--- config.mk ---
export PLATFORM = sky130hd
export DESIGN_NAME = ir_key_event
export DESIGN_NICKNAME = d
export VERILOG_FILES = /design/src/rtl/ir_key_event.sv
export SDC_FILE = /design/constraint.sdc
export NUM_CORES = 1
export LEC_CHECK = 0
export ABC_AREA = 0
export CORE_UTILIZATION = 30
export CTS_BUF_LIST = sky130_fd_sc_hd__clkbuf_8
export DETAILED_ROUTE_END_ITERATION = 7
export GPL_TIMING_DRIVEN = 0
export PLACE_DENSITY = 0.46
export SYNTH_ARGS = -nofsm -noshare
export SYNTH_HDL_FRONTEND = slang
export SYNTH_SLANG_ARGS = --single-unit
--- constraint.sdc ---
create_clock -name clk_in -period 8.45 [get_ports clk_in]
set_input_delay 1.2675 -clock clk_in [delete_from_list [all_inputs] [get_ports clk_in]]
set_output_delay 1.2675 -clock clk_in [all_outputs]
set_load 0.005 [all_outputs]
--- src/rtl/ir_key_event.sv ---
// ir_key_event: validates NEC codes, tracks key hold/release and queues
// PRESS/REPEAT/RELEASE events in a 4-entry FIFO with valid/ready output.
module ir_key_event #(
    parameter logic [7:0] DEVICE_ADDR    = 8'h00,
    parameter bit         CHECK_ADDR     = 1'b1,
    parameter int         RELEASE_CYCLES = 12_000_000
) (
    input  logic        clk_in,
    input  logic        rst_in,
    input  logic [31:0] code_in,
    input  logic        new_code_in,
    output logic        evt_valid_out,
    input  logic        evt_ready_in,
    output logic [1:0]  evt_type_out,
    output logic [7:0]  evt_cmd_out,
    output logic        held_out,
    output logic [7:0]  held_cmd_out,
    output logic [7:0]  reject_count_out,
    output logic        overflow_out
);
    localparam int TW = $clog2(RELEASE_CYCLES + 1);
    localparam logic [TW-1:0] LAST = TW'(RELEASE_CYCLES - 1);
    typedef enum logic {IDLE, HELD} state_t;
    state_t state_q, state_d;
    logic [TW-1:0] timer_q, timer_d;
    logic [7:0] held_d;
    logic [7:0] cmd;
    logic well_formed, valid, reject;
    logic push_req, push, pop;
    logic [1:0] push_type;
    logic [7:0] push_cmd;
    logic [9:0] mem [4];
    logic [1:0] wp, rp;
    logic [2:0] cnt;

    assign cmd = code_in[15:8];
    assign well_formed = code_in[23:16] == ~code_in[31:24] && code_in[7:0] == ~code_in[15:8]
                         && (!CHECK_ADDR || code_in[31:24] == DEVICE_ADDR);
    assign valid  = new_code_in && well_formed;
    assign reject = new_code_in && !well_formed;

    // A valid code always wins over timer expiry and restarts the hold timer.
    always_comb begin
        state_d   = state_q;
        timer_d   = timer_q;
        held_d    = held_cmd_out;
        push_req  = 1'b0;
        push_type = 2'd0;
        push_cmd  = cmd;
        if (valid) begin
            state_d   = HELD;
            timer_d   = '0;
            held_d    = cmd;
            push_req  = 1'b1;
            push_type = (state_q == HELD && cmd == held_cmd_out) ? 2'd1 : 2'd0;
        end else if (state_q == HELD) begin
            if (timer_q == LAST) begin
                state_d   = IDLE;
                push_req  = 1'b1;
                push_type = 2'd2;
                push_cmd  = held_cmd_out;
            end else begin
                timer_d = timer_q + 1'b1;
            end
        end
    end

    assign evt_valid_out = cnt != 3'd0;
    assign pop  = evt_valid_out && evt_ready_in;
    assign push = push_req && (cnt != 3'd4 || pop);
    assign {evt_type_out, evt_cmd_out} = mem[rp];
    assign held_out = state_q == HELD;

    always_ff @(posedge clk_in) begin
        if (rst_in) begin
            state_q          <= IDLE;
            timer_q          <= '0;
            held_cmd_out     <= 8'd0;
            reject_count_out <= 8'd0;
            overflow_out     <= 1'b0;
            wp               <= 2'd0;
            rp               <= 2'd0;
            cnt              <= 3'd0;
            for (int i = 0; i < 4; i++) mem[i] <= 10'd0;
        end else begin
            state_q      <= state_d;
            timer_q      <= timer_d;
            held_cmd_out <= held_d;
            if (reject && reject_count_out != 8'hFF) reject_count_out <= reject_count_out + 8'd1;
            if (push_req && !push) overflow_out <= 1'b1;
            if (push) begin
                mem[wp] <= {push_type, push_cmd};
                wp      <= wp + 2'd1;
            end
            if (pop) rp <= rp + 2'd1;
            cnt <= cnt + {2'b0, push} - {2'b0, pop};
        end
    end
endmodule

## Word level (Yosys, flattened, before mapping)

Memory sizes are Yosys's and may differ from the RTL's. A register that Yosys moved wholly into a read port is not among the register bits.
Cells that the tools add are included.

- Bits in writable memories: 40
- Register bits: 49
- Memories kept: 1
- Input bits: 36
- Word-level logic and storage cells: 64
- Output and inout bits: 29

- Reductions and logical operators: 17
- Equality and inequality tests: 6
- Multiplexer cells: 23
- Add/sub/neg operators: 6
- Bitwise operators: 3

Memory list:

| memory | words | width | read ports | clocked after Yosys merged registers in | wr ports | RTL line | text |
|---|---|---|---|---|---|---|---|
| mem | 4 | 10 | 1 | 1 | 4 | 32 | `logic [9:0] mem [4];` |

Operators with widths:

| cell | number |
|---|---|
| adder 24 x 1 -> 24 bit (second input constant) | 1 |
| equality test 24 bit (second input constant) | 1 |
| equality test 8 bit | 3 |
| two-way mux 8 bit | 3 |
| NOT 8 bit | 2 |
| two-way mux 1 bit | 13 |
| two-way mux 2 bit | 6 |
| two-way mux 10 bit | 1 |
| OR reduction 10 bit | 1 |
| logical AND 1 bit | 9 |
| adder 8 x 1 -> 8 bit (second input constant) | 1 |
| logical NOT 8 bit | 1 |
| != test 8 bit (second input constant) | 1 |
| adder 2 x 1 -> 2 bit (second input constant) | 2 |
| adder 3 x 1 -> 3 bit | 1 |
| != test 3 bit (second input constant) | 1 |
| nonzero test 3 bit | 1 |
| subtractor 3 x 1 -> 3 bit | 1 |
| logical NOT 1 bit | 2 |
| AND reduction 2 bit | 1 |
| OR reduction 2 bit | 1 |
| logical OR 1 bit | 1 |
| NOT 1 bit | 1 |

## Longest topological paths before layout

Gate-level depths: netlist (run 1).

- Word-level depth: 12
- Depth in mapped cells: 12
- Gate-level depth less buffers: 11

## Worst setup path after synthesis (run 1)

No wires, ideal clock.

- Kind: input-to-reg
- Start: input port code_in[27]
- End: memory mem[0][0], enable pin
- Data required time: 8.059 ns
- Arrival time: 3.202 ns
- Stages: 6
- Slack: 4.858 ns
- Setup time: 0.391 ns
- Path buffers: 1
- Cell sequence: nor4b_1 > nand4_1 > nor2_1 > clkbuf_1 > a21oi_1 > o21ai_0

RTL lines:

| what | RTL line | text |
|---|---|---|
| start: declaration | 10 | `input logic [31:0] code_in,` |
| end: declaration | 32 |  |

## Final worst setup path (run 1)

- Start: input port code_in[11]
- End: register cnt[1]

- Word-level cells in the longest chain between the ends: 9

Ends and longest elaborated chain:

| what | RTL line | text |
|---|---|---|
| NOT 8 bit | 37 | `assign well_formed = code_in[23:16] == ~code_in[31:24] && code_in[7:0] == ~code_in[15:8]` |
| equality test 8 bit | 37 |  |
| logical AND 1 bit | 37 |  |
| logical AND 1 bit | 38 | `&& (!CHECK_ADDR \|\| code_in[31:24] == DEVICE_ADDR);` |
| logical AND 1 bit | 39 | `assign valid = new_code_in && well_formed;` |
| two-way mux 1 bit | 50 | `if (valid) begin` |
| logical AND 1 bit | 70 | `assign push = push_req && (cnt != 3'd4 \|\| pop);` |
| named net push | 29 | `logic push_req, push, pop;` |
| adder 3 x 1 -> 3 bit | 96 | `cnt <= cnt + {2'b0, push} - {2'b0, pop};` |
| subtractor 3 x 1 -> 3 bit | 96 |  |
| end signal: assignment | 96 |  |
| end: declaration | 34 | `logic [2:0] cnt;` |

The timed path passes the listed nets, and every way through them passes these cells.
A chain may end at the register's enable or synchronous reset.

==> results of run 1 <==
final timing paths:
path / to / cells after the start / start
hold / removal: timer_q[6] / 2 / timer_q[6]
setup / recovery: cnt[1] / 9 / code_in[11]
hold reg to reg: timer_q[6] / 2 / timer_q[6]
setup reg to reg: cnt[1] / 9 / timer_q[3]
state kept, by name, indices dropped and copies added, names as in the netlist, named ones only:
| name | flops |
|---|---|
| mem | 40 |
| timer_q | 24 |
| held_cmd_out | 8 |
| reject_count_out | 8 |
| cnt | 3 |
| rp | 2 |
| wp | 2 |
| held_out | 1 |
| overflow_out | 1 |
cell type report:
class	count	area (um^2)	share of cell area [%]
inverters	10	37.5	0.681
plain buffers	21	85.1	1.54
flip-flops and latches	91	2220	40.3
repair buffers	64	642	11.7
well taps	184	230	4.18
clock buffers	11	151	2.75
clock inverters	5	60.1	1.09
multi-input cells	308	2080	37.8
per-layer routing:
layer	track usage (%)	wire length, um	vias up
li1	-	-	1748
met1	22.3	5600	1677
met2	25.9	5430	96
met3	2.63	501	23
met4	8.28	341	0
met5	0	0	-
where the power goes:
group	leakage, uW	switching (uW)	internal, uW
Combinational	0.000911	96.6	119
Sequential	0.000820	12.1	479
Clock	0.000106	166	154
layout by cell type (no fill, tap or decap), drive strengths merged, types with 10 or more instances in the layout:
cell type       n
clkdlybuf4s50  63
a21oi          56
dfxtp          51
nor2           43
edfxtp         40
xor2           30
nand3          28
clkbuf         24
nand2          18
o21ai          15
nand4          11
mux4           10
inv            10
cells by family (layout without fill, tap and decap cells):
family                     count (synthesis)  in the layout
AOI/OAI and AO/OA                         97             97
xor gates and xnor gates                  39             39
adders and majority gates                  5              5
buffers and inverters                     31            111
DFF                                       91             91
muxes                                     19             19
and+or+nand+nor                          148            148
critical path: stages:
cell and delay (ns):
clkdlybuf4s50_1 0.58, xor2_1 0.44, nand4_1 0.20, nor4_2 0.83, a21oi_1 0.23, nor2_1 0.16
ha_1 0.19, fa_1 0.41, nor2b_1 0.13
per-stage QoR:
step	power [uW]	utilization, %	hold WS [ns]
6_report	1030	38.0	0.493
5_1_grt	1070	38.0	0.536
4_1_cts	1040	38.0	0.491
3_5_place_dp	722	36.6	0.478
3_3_place_gp	720	36.5	0.469
2_1_floorplan	623	-	0.452
==> metrics.md, run 1 <==
| Metric | Value |
|---|---|
| Inst Count DP | `678` |
| Clk_skew | `0.00899 ns` |
| Total routed wirelength | `11900 um` |
| Largest family of logic cells by synthesized area | `simple AND/OR/NAND/NOR gates` |
| Post-Syn Area | `4430 um^2` |
| Worst Hold Class | `flip-flop to flip-flop` |
| Xor and xnor area share after synthesis | `7.72%` |
| Initial Util | `30.6%` |
| Die Height | `123 um` |
| Slew @ Worst Pin | `1.07 ns` |
| Peak supply drop | `0.0715 mV` |
| # Post-CTS Setup Buffers | `0` |
| Cts hold-fix bufs | `0` |
| Post-layout nets | `546` |
| WL per Instance | `17.1 um` |
| Final Cycle Share | `49.6%` |
| Clock Sinks | `91` |
| Leakage power | `0.00184 uW` |
| Layout cell share with drive strength beyond 1 | `9.02%` |
| Max Clock Freq | `0.239 GHz` |
| CTS max path bufs | `2` |
| Final worst slack | `4.26 ns` |
| I/O Pins | `65` |
| Synth Area in Compound Gates | `12.8%` |
| Synth warn | `0` |
| Drt pass-1 iters | `4` |
| Max cap viols | `0` |
| Vias in the first global route | `3520` |
| Post-route cell area | `5510 um^2` |
| PD cells | `186 nW/um^2` |
| Worst EP arrival | `4.44 ns` |
| CP Class | `input port to flip-flop` |
| Cts bufs inserted | `9` |
| Post-Place Setup Slack | `3.89 ns` |
| Data required, critical path | `8.71 ns` |
| Syn_area_per_cell | `10.3 um^2` |
| Antenna-violating nets left | `0` |
| Post-synthesis register bit count | `91` |
| Fill cells | `1462` |
| FFs w/ async S/R, synth | `0%` |
| Setup violations, final | `0` |
| Min Tclk post-route | `4.19 ns` |
| Mapped Nets | `471` |
| First-pass GRT wire length | `18800 um` |
| CTS tree | `yes` |
| Largest net degree at the start of global routing | `16` |
| Die ar. | `15200 um^2` |
| Share of the synthesized area in the top cell type | `27.1%` |
| Worst-Skew Late Latency | `0.38 ns` |
| TNS Setup | `0 ns` |
| Final Max Slew Viols | `0` |
| Initial DRC count | `256` |
| # H-tree levels | `3` |
| Die width | `123 um` |
| Post-synth top cells | `56 x a21oi_1, 51 x dfxtp_1, 43 x nor2_1` |
| Synth Area in Adders | `1.58%` |
| CP endpoint kind | `flip-flop` |
| Startpoint types | `input port` |
| Area Overhead vs Synth | `24.5%` |
| Post-synthesis mux area share | `7.32%` |
| Post_cts resized | `0` |
| FP Rows | `44` |
| DR vias | `3544` |
| PortBufs | `63` |
| CP Max Fanout | `9` |
| Simple-gate share of the synthesized area | `17.6%` |
| Hold Vio Cnt, Final | `0` |
| Initial antenna violation count | `0` |
| Area contributors post-synth | `edfxtp_1 27%, dfxtp_1 23%, a21oi_1 6.3%` |
| Most instantiated library cell after synthesis | `a21oi_1` |
| Leading register cell type out of synthesis | `dfxtp_1` |
| Post-Place Cell Area | `5300 um^2` |
| Post-synthesis sequential area ratio | `50.2%` |
| Worst-path clk slew | `0.09 ns` |
| Max-slew headroom at the worst pin | `28.2%` |
| GP Congestion | `0.799` |
| Reg2reg setup slack | `5.32 ns` |
| Antenna diodes | `0` |
| Cell count after synthesis | `430` |
| Biggest area consumer among synthesized cells | `edfxtp_1` |
| Number of synthesized flops with an enable pin | `40` |
| Total track usage | `16.6%` |
| Total gr overflow | `0` |
| Post-DP HPWL | `8580 um` |
| Core area | `14500 um^2` |
| Unrepaired setup endpoints after global routing | `false` |
| Synth unique cells | `50` |
| CTS root buffer | `clkbuf_8` |
| Vias per Instance | `5.11` |
| DRC viols | `0` |
| Status | `complete, no violations` |
| Final Instance Count excl. Fillers | `694` |
Power figures use the tool's default switching activity.
==> inputs of run 2 (changes only) <==
- clock period: 8.45 -> 4.32 ns (I/O delays scaled with it)
==> results of run 2 <==
Same layout as run 1 (identical final DEF). Status: complete, no violations.
Main changes from that run: setup slack after placement 3.89 ns -> 0.377 ns; setup slack after layout 4.26 ns -> 0.751 ns; register-to-register setup slack 5.32 ns -> 1.19 ns; total power 1030 uW -> 2010 uW; worst IR drop on VDD 0.0715 mV -> 0.140 mV
==> inputs of run 3 (changes only) <==
- clock period: 4.32 -> 3.7 ns (I/O delays scaled with it)
==> metrics.md, run 3 (synthesis gave the netlist of run 1 again) <==
| Metric | Value |
|---|---|
| Leakage power | `0.00184 uW` |
| # H-tree levels | `3` |
| Clk_skew | `0.00944 ns` |
| Highest routed layer | `met4` |
| Vias per Instance | `5.07` |
| Max FFs per register | `40` |
| Worst Hold Class | `flip-flop to flip-flop` |
| Core area | `14500 um^2` |
| Routed length on met1 | `5510 um` |
| Die Height | `123 um` |
| First-pass GRT wire length | `18800 um` |
| Cts bufs inserted | `9` |
| Largest Register | `mem` |
| Drt pass-1 iters | `4` |
| Fill cells | `1461` |
| Hold Vio Cnt, Final | `0` |
| Final Max Slew Viols | `0` |
| # Post-CTS Setup Buffers | `0` |
| Worst-path clk slew | `0.09 ns` |
| Status | `complete, no violations` |
| Vias in the first global route | `3520` |
| Initial Util | `30.6%` |
| Antenna diodes | `0` |
| CTS tree | `yes` |
| PD cells | `424 nW/um^2` |
| Total track usage | `16.6%` |
| Final Cycle Share | `91.1%` |
| Peak supply drop | `0.163 mV` |
| CP Max Fanout | `10` |
| Footprint of the multi-input gates | `2090 um^2` |
| FP Rows | `44` |
| Data required, critical path | `3.95 ns` |
| Area Overhead vs Synth | `24.7%` |
| DR WL met3 | `660 um` |
| Total Power | `2340 uW` |
| WL per Instance | `17.1 um` |
| Reg2reg setup slack | `0.60 ns` |
| Slew @ Worst Pin | `1.07 ns` |
| DRC viols | `0` |
| Max-slew headroom at the worst pin | `28.2%` |
| I/O Pins | `65` |
| Startpoint types | `input port` |
| Max Clock Freq | `0.297 GHz` |
| Initial DRC count | `235` |
| GP Congestion | `0.799` |
| Post-DP HPWL | `8580 um` |
| PortBufs | `63` |
| Largest net degree at the start of global routing | `16` |
| CTS root buffer | `clkbuf_8` |
| Die width | `123 um` |
| CTS max path bufs | `2` |
| Commonest non-fill, non-tap cell in the layout | `clkdlybuf4s50_1` |
| Post-layout nets | `546` |
| CP endpoint kind | `flip-flop` |
| Layout cell share with drive strength beyond 1 | `9.02%` |
| DR vias | `3522` |
| Unrepaired setup endpoints after global routing | `false` |
| Total gr overflow | `0` |
| Setup violations, final | `0` |
| Initial antenna violation count | `0` |
| Clock Sinks | `91` |
| Reg area | `2220 um^2` |
| Worst EP arrival | `3.62 ns` |
| Largest registers | `mem: 40 flops, timer_q: 24 flops` |
| Highest-count cells in the layout ignoring fill and taps | `63 x clkdlybuf4s50_1, 56 x a21oi_1, 51 x dfxtp_1, 43 x nor2_1, 40 x edfxtp_1` |
| Met2 routed WL | `5390 um` |
| Hold slack | `0.493 ns` |
| Antenna-violating nets left | `0` |
| Min Tclk post-route | `3.37 ns` |
| Worst-Skew Late Latency | `0.38 ns` |
| Die ar. | `15200 um^2` |
| Max cap viols | `0` |
| CP Class | `input port to flip-flop` |
| Total routed wirelength | `11900 um` |
run 3: worst max-delay path, cell delays in order:
cell and delay [ns]:
clkdlybuf4s50_1 0.51, nor4b_1 0.36, nand4_1 0.23, nor2_1 0.41
clkbuf_1 0.48, a21oi_1 0.19, nor2_1 0.15, ha_1 0.19
fa_1 0.41, nor2b_1 0.13
run 3: where the power goes:
group,total (uW),internal [uW],switching (uW)
combinational,493,271,222
sequential,1120,1090,27.7
clock,728,352,376
total,2340,1720,626
run 3: layer usage:
metal	vias to the layer above	GRT usage, %
met4	0	8.28
met5	-	0
li1	1740	-
met3	21	2.63
met2	94	25.9
met1	1667	22.3
run 3: worst paths after layout:
kind	start	to	depth (start not counted)
worst max-delay path	code_in[28]	cnt[1]	10
worst min-delay path	timer_q[6]	timer_q[6]	2
worst max register to register	timer_q[3]	cnt[1]	9
worst min register to register	timer_q[6]	timer_q[6]	2
run 3: what timing repair did:
action / CTS / global route
resized for setup: 0 / 1
setup endpoints to repair: 0 / 1
hold buffers: 0 / 0
run 3: through the flow:
step                      cells  utilization, %  setup WS [ns]  area (um^2)  TNS (ns)
final                       694            38.1          0.329         5520         0
after global placement      677            36.5          -1.20         5290    -12.17
after detailed placement    678            36.6         -0.150         5300     -1.03
after global routing        694            38.1          0.121         5520         0
after CTS                   694            38.0          0.266         5510         0
after floorplan             430               -          0.820         4430         0
run 3: layout make-up:
cell class | instances | share of cell area (%)
clock buffers | 11 | 2.74
flip-flops and latches | 91 | 40.3
repair buffers | 64 | 11.6
well taps | 184 | 4.17
multi-input cells | 308 | 37.9
inverters | 10 | 0.680
clock inverters | 5 | 1.09
plain buffers | 21 | 1.54
